`src/rtl/adder_pkg.sv`:
```
// Shared definitions for the 16-bit block-adder result bus {p, g, s, t}.
package adder_pkg;

  localparam int W     = 16;
  localparam int RES_W = 2 * W + 2;
  localparam int P_BIT = 2 * W + 1;
  localparam int G_BIT = 2 * W;
  localparam int S_MSB = 2 * W - 1;
  localparam int S_LSB = W;
  localparam int T_MSB = W - 1;
  localparam int T_LSB = 0;

  typedef struct packed {
    logic         p;
    logic         g;
    logic [W-1:0] s;
    logic [W-1:0] t;
  } block_res_t;

  typedef enum logic {
    IDLE = 1'b0,
    RUN  = 1'b1
  } state_t;

endpackage

```
`src/rtl/carry_select_cell.sv`:
```
// Picks the precomputed sum for the known carry-in and forms the block carry-out.
module carry_select_cell #(
  parameter int W = 16
) (
  input  logic         c_in,
  input  logic         p,
  input  logic         g,
  input  logic [W-1:0] s,
  input  logic [W-1:0] t,
  output logic [W-1:0] sum,
  output logic         c_out
);

  assign sum   = c_in ? s : t;
  assign c_out = g | (p & c_in);

endmodule

```
`src/rtl/carry_chain_combiner.sv`:
```
// Serially resolves inter-block carries over a least-significant-first stream of block results.
// Optional macro PG_CHECK_EN builds the sticky protocol-error flag on err.
module carry_chain_combiner #(
  parameter int W = adder_pkg::W
) (
  input  logic             clk,
  input  logic             rst_n,
  input  logic             in_valid,
  output logic             in_ready,
  input  logic [2*W+1:0]   in_res,
  input  logic             in_first,
  input  logic             in_last,
  input  logic             cin,
  output logic             out_valid,
  input  logic             out_ready,
  output logic [W-1:0]     out_sum,
  output logic             out_last,
  output logic             out_cout,
  output logic             err
);
  import adder_pkg::*;

  state_t         r_state;
  logic           r_carry;
  logic           r_out_valid;
  logic [W-1:0]   r_out_sum;
  logic           r_out_last;
  logic           r_out_cout;

  logic           w_p;
  logic           w_g;
  logic [W-1:0]   w_s;
  logic [W-1:0]   w_t;
  logic           w_acc;
  logic           w_start;
  logic           w_cin;
  logic [W-1:0]   w_sum;
  logic           w_cout;

  assign w_p = in_res[2*W+1];
  assign w_g = in_res[2*W];
  assign w_s = in_res[2*W-1:W];
  assign w_t = in_res[W-1:0];

  assign in_ready = !r_out_valid | out_ready;
  assign w_acc    = in_valid & in_ready;

  // Outside an operand every word is treated as a start, even without in_first.
  assign w_start = (r_state == IDLE) | in_first;
  assign w_cin   = w_start ? cin : r_carry;

  carry_select_cell #(.W(W)) u_cell (
    .c_in  (w_cin),
    .p     (w_p),
    .g     (w_g),
    .s     (w_s),
    .t     (w_t),
    .sum   (w_sum),
    .c_out (w_cout)
  );

  always_ff @(posedge clk) begin
    if (!rst_n) begin
      r_state     <= IDLE;
      r_carry     <= 1'b0;
      r_out_valid <= 1'b0;
      r_out_sum   <= '0;
      r_out_last  <= 1'b0;
      r_out_cout  <= 1'b0;
    end else if (w_acc) begin
      r_out_valid <= 1'b1;
      r_out_sum   <= w_sum;
      r_out_last  <= in_last;
      r_out_cout  <= in_last & w_cout;
      r_carry     <= w_cout;
      r_state     <= in_last ? IDLE : RUN;
    end else if (out_ready) begin
      r_out_valid <= 1'b0;
    end
  end

  assign out_valid = r_out_valid;
  assign out_sum   = r_out_sum;
  assign out_last  = r_out_last;
  assign out_cout  = r_out_cout;

`ifdef PG_CHECK_EN
  logic r_err;

  // p=g=1 cannot come from a real block adder; in_first inside RUN abandons an operand.
  always_ff @(posedge clk) begin
    if (!rst_n) begin
      r_err <= 1'b0;
    end else if (w_acc && ((w_p && w_g) || (r_state == RUN && in_first))) begin
      r_err <= 1'b1;
    end
  end

  assign err = r_err;
`else
  assign err = 1'b0;
`endif

endmodule

```
`config.mk`:
```
export PLATFORM = sky130hd
export DESIGN_NAME = carry_chain_combiner
export DESIGN_NICKNAME = d
export VERILOG_FILES = /design/src/rtl/adder_pkg.sv /design/src/rtl/carry_select_cell.sv /design/src/rtl/carry_chain_combiner.sv
export SDC_FILE = /design/constraint.sdc
export NUM_CORES = 1
export LEC_CHECK = 0
export CAP_MARGIN = 40
export CORE_MARGIN = 5
export CORE_UTILIZATION = 32
export DETAILED_ROUTE_END_ITERATION = 10
export PLACE_DENSITY = 0.75
export SYNTH_ARGS = -nofsm -noshare
export SYNTH_HDL_FRONTEND = slang
export SYNTH_SLANG_ARGS = --single-unit
```
`constraint.sdc`:
```
create_clock -name clk -period 1.4 [get_ports clk]
set_input_delay 0.42 -clock clk [delete_from_list [all_inputs] [get_ports clk]]
set_output_delay 0.42 -clock clk [all_outputs]
set_load 0.01 [all_outputs]
```
After elaboration in Yosys (flattened, before gate mapping). Cells that the tools add are included.

Mux-type cells: 5. Bitwise logic cells: 7. Reductions and logical operators: 2.

Operator list (count): 16-bit 2-to-1 mux (1); 1-bit 2-to-1 mux (4); 1-bit bitwise AND (3); 1-bit OR (3); 2-bit nonzero test (1); 1-bit logical NOT (1); 1-bit NOT (1).

Register bits: 21. Bits of input ports: 41. Output and inout port bits: 21.

Logic depth before layout (Yosys ltp).
Depth after elaboration: 6. Mapped depth: 6.

Hierarchy. A second synthesis with hierarchy kept.

Cell total of the unflattened synthesis: 115. Area total of the unflattened synthesis: 1134.8 µm².

By module, submodules not included: carry_chain_combiner (times used 1, cells an instance 96, area each 880.8 µm², sequential area each 420.4 µm²); carry_select_cell (times used 1, cells an instance 19, area each 254.0 µm², sequential area each 0.0 µm²).

Worst setup path after synthesis. Ideal clock, no wire load.

Kind: input to register. From: input in_first. To: register r_out_sum[0] (netlist: out_sum[0]). Setup time: 0.133 ns. Arrival: 1.341 ns. Slack: -0.074 ns. Stages on the path: 5. Buffers on the path: 1. Cells stage by stage: nand2b_4 -> mux2i_4 -> buf_12 -> mux2i_1 -> a21oi_1.

Word-level cells in the longest chain between the ends: 3.

RTL lines: start: declaration (RTL line carry_chain_combiner.sv:11) `input logic in_first,`; 1-bit OR (RTL line carry_chain_combiner.sv:49) `assign w_start = (r_state == IDLE) | in_first;`; 1-bit 2-to-1 mux (RTL line carry_chain_combiner.sv:50) `assign w_cin = w_start ? cin : r_carry;`; 16-bit 2-to-1 mux (RTL line carry_select_cell.sv:14) `assign sum = c_in ? s : t;`; end signal: assignment (RTL line carry_chain_combiner.sv:72) `r_out_sum <= w_sum;`; end: declaration (RTL line carry_chain_combiner.sv:26) `logic [W-1:0] r_out_sum;`.

Every way passes these cells. A chain may end at the register's enable or synchronous reset.

Final worst setup path.
From: register r_out_last (netlist: out_last). To: output out_last.

RTL lines: start: declaration (RTL line carry_chain_combiner.sv:27) `logic r_out_last;`; start signal: assignment (RTL line carry_chain_combiner.sv:73) `r_out_last <= in_last;`; end: declaration (RTL line carry_chain_combiner.sv:17) `output logic out_last,`.

No word-level cell between the ends.

==> results.sh <==
export IMPL_status="finished clean"
export IMPL_ys_seq_area_share_pct=44.3
export IMPL_r2r_slack_ps=50
export IMPL_syn_inst=100
export IMPL_cpMaxStageDelayCell="dfxtp_1"
export IMPL_vias=962
export IMPL_cap_viol_max_count=0
export IMPL_period_share_pct=97.3
export IMPL_worst_slack_ps=37.1
export IMPL_cp_arrival_ps=940
export IMPL_cellPowerDensity_nw_per_um2=805
export IMPL_synth_area_um2=950
export IMPL_hp_start="out_last"
export IMPL_r2r_end="out_sum[13]"
export IMPL_fillerInstances=261
export IMPL_clkTransAtPathRegs_ps=120
export IMPL_antenna_found_initial=0
export IMPL_whs_endpoint="out_last"
export IMPL_dp_cells=190
export IMPL_final_cell_area_um2=1750
export IMPL_grt_use_total_pct=15.4
export IMPL_detailed_place_hpwl_um=2150
export IMPL_min_path_type="flip-flop to flip-flop"
export IMPL_whs_path_depth=2
export IMPL_placed_area_um2=1630
export IMPL_ys_async_sr_fraction_pct=0
export IMPL_fmax_ghz=0.734
export IMPL_gp_congestion=0.724
export IMPL_period_needed_ps=1360
export IMPL_routedWlPerCell_um=15.2
export IMPL_clockRootBuffer="clkbuf_4"
export IMPL_dr_pass1_iters=3
export IMPL_grt_pass1_vias=1040
export IMPL_cts_buffer_depth=2
export IMPL_fin_skew_ps=7.22
export IMPL_dp_slack_ps=-557
export IMPL_synth_fp_nets=141
export IMPL_endpoint_kind="output port"
export IMPL_worstPathRequired_ps=980
export IMPL_cts_made_buffers=3
export IMPL_cts_tree="built"
export IMPL_die_h_um=64.5
export IMPL_drtIter0Drc=48
export IMPL_die_width_um=64.5
export IMPL_critPathLaunchType="flip-flop"
export IMPL_grt_max_degree=22
export IMPL_io_pins=62
export IMPL_htree_levels=1
export IMPL_fin_total_pwr_mw=1.41
export IMPL_cp_cell_sequence="dlygate4sd2_1"
export IMPL_synth_edf_count=0
export IMPL_vias_per_cell=4.91
export IMPL_drt_wl_total_um=2980
export IMPL_layout_cells_non_filler=196
export IMPL_synth_seq_cells=21
export IMPL_cpPeakStageDelay_ps=360
export IMPL_critPathBufInv=1
export IMPL_rows=19
export IMPL_drc=0
export IMPL_die_area_um2=4160
export IMPL_timing_hold_violations_final=0
export IMPL_startpoint="out_last"
export IMPL_rsz0062_at_grt="true"
export IMPL_drive_gt1_share_pct=17.6
export IMPL_synth_ff_type="dfxtp_1"
export IMPL_avgSynthCellArea_um2=9.50
export IMPL_ctsHoldBuffers=0
export IMPL_synth_cell_types=23
export IMPL_ir_worst_vdd_mv=0.411
export IMPL_nets=207
export IMPL_drv_slew=0
export IMPL_leakage_nw=0.743
export IMPL_clk_latency_ps=310
export IMPL_r2r_cells=5
export IMPL_port_buffers=60
export IMPL_n_antenna_cell=0
export IMPL_drt_antenna_violating_nets=0
export IMPL_yosysWarnings=0
export IMPL_critPathKind="flip-flop to output port"
export IMPL_overflow=0
export IMPL_cp_max_fo=2
export IMPL_crit_cells=1
export IMPL_grt_pass1_wl_um=4950
export IMPL_start_util_pct=33.9
export IMPL_r2r_start="r_state"
export IMPL_area_delta_synth_final_pct=83.9
export IMPL_clock_sinks=21
export IMPL_path_delay_family="flip-flops"
export IMPL_post_route_util_pct=62.3
export IMPL_setup_viol=0
export IMPL_core_area_um2=2810
## cells in the mapped netlist (all sizes together) (2+ instances only)
master	instances	area, µm²
dfxtp	21	420
nand2b	2	20.0
clkbuf	4	15.0
nand3	2	10.0
mux2i	17	183
nand2	3	11.3
and2	3	20.0
buf	4	37.5
o21ai	17	85.1
a21oi	18	90.1
a21boi	2	15.0
nand4	2	12.5
## stage by stage
step,hold slack [ps],setup TNS [ps]
5_1_grt,502,-83.0
2_1_floorplan,488,-655
6_report,491,0
3_3_place_gp,459,-8610
4_1_cts,485,-2.64
3_5_place_dp,487,-9150
## cells in the final DEF (no fill, tap or decap), drive strengths merged, types with 3 or more instances in the layout
cell,instances
dlygate4sd2,8
clkdlybuf4s50,37
clkdlybuf4s15,14
dfxtp,21
a21oi,18
buf,9
and2,3
clkbuf,5
nand2,3
o21ai,17
mux2i,17
## routing by layer
layer | vias up | GRT usage (%) | part of all wire (%)
li1 | 485 | - | -
met4 | 0 | 7.12 | 0.91
met1 | 446 | 17.3 | 41
met2 | 29 | 27.4 | 52
met5 | - | 0 | 0
met3 | 2 | 3.45 | 5.9
## worst max-delay path by stage
stage | slack [ps] | endpoint
5_1_grt | -30 | out_sum[10]
6_report | 40 | out_last
2_1_floorplan | -70 | out_sum[0]
4_1_cts | -3 | out_sum[2]
3_5_place_dp | -560 | in_ready
3_3_place_gp | -540 | in_ready
## area by class of cell
cell class                      count  area (µm²)  area share, %
Clock buffer                        4        26.3           1.50
Inverter                            1        3.75          0.215
Multi-Input combinational cell     70         514           29.4
Sequential cell                    21         425           24.4
Tap cell                           31        38.8           2.22
Timing Repair Buffer               69         738           42.3
## cells by family (layout without fill, tap and decap cells)
family | count (synthesis) | in the layout | synth area share [%]
AO/OA/AOI/OAI | 38 | 38 | 20.8
buffers and inverters | 9 | 74 | 5.93
other | 1 | 1 | 0.395
multiplexers | 18 | 18 | 20.4
flip-flops | 21 | 21 | 44.3
AND/OR/NAND/NOR | 13 | 13 | 8.17
## sequential cells by signal, summed over array words and instances, names as in the netlist
register and cells:
r_state 1, out_cout 1, out_sum 16, out_valid 1, out_last 1, r_carry 1
## repair_timing
action / CTS / global route
endpoints found under the setup margin: 39 / 28
pin swaps: 1 / 5
resized for setup: 56 / 19
cloned: 2 / 0
hold endpoints to repair: 0 / 0
buffers inserted: 0 / 0
## power breakdown
group          leakage [nW]  switching, mW  internal, mW
Sequential            0.176         0.0283         0.647
Clock                0.0150          0.188         0.111
Combinational         0.553          0.167         0.264
Total                 0.743          0.383          1.02
Power figures use the tool's default switching activity.
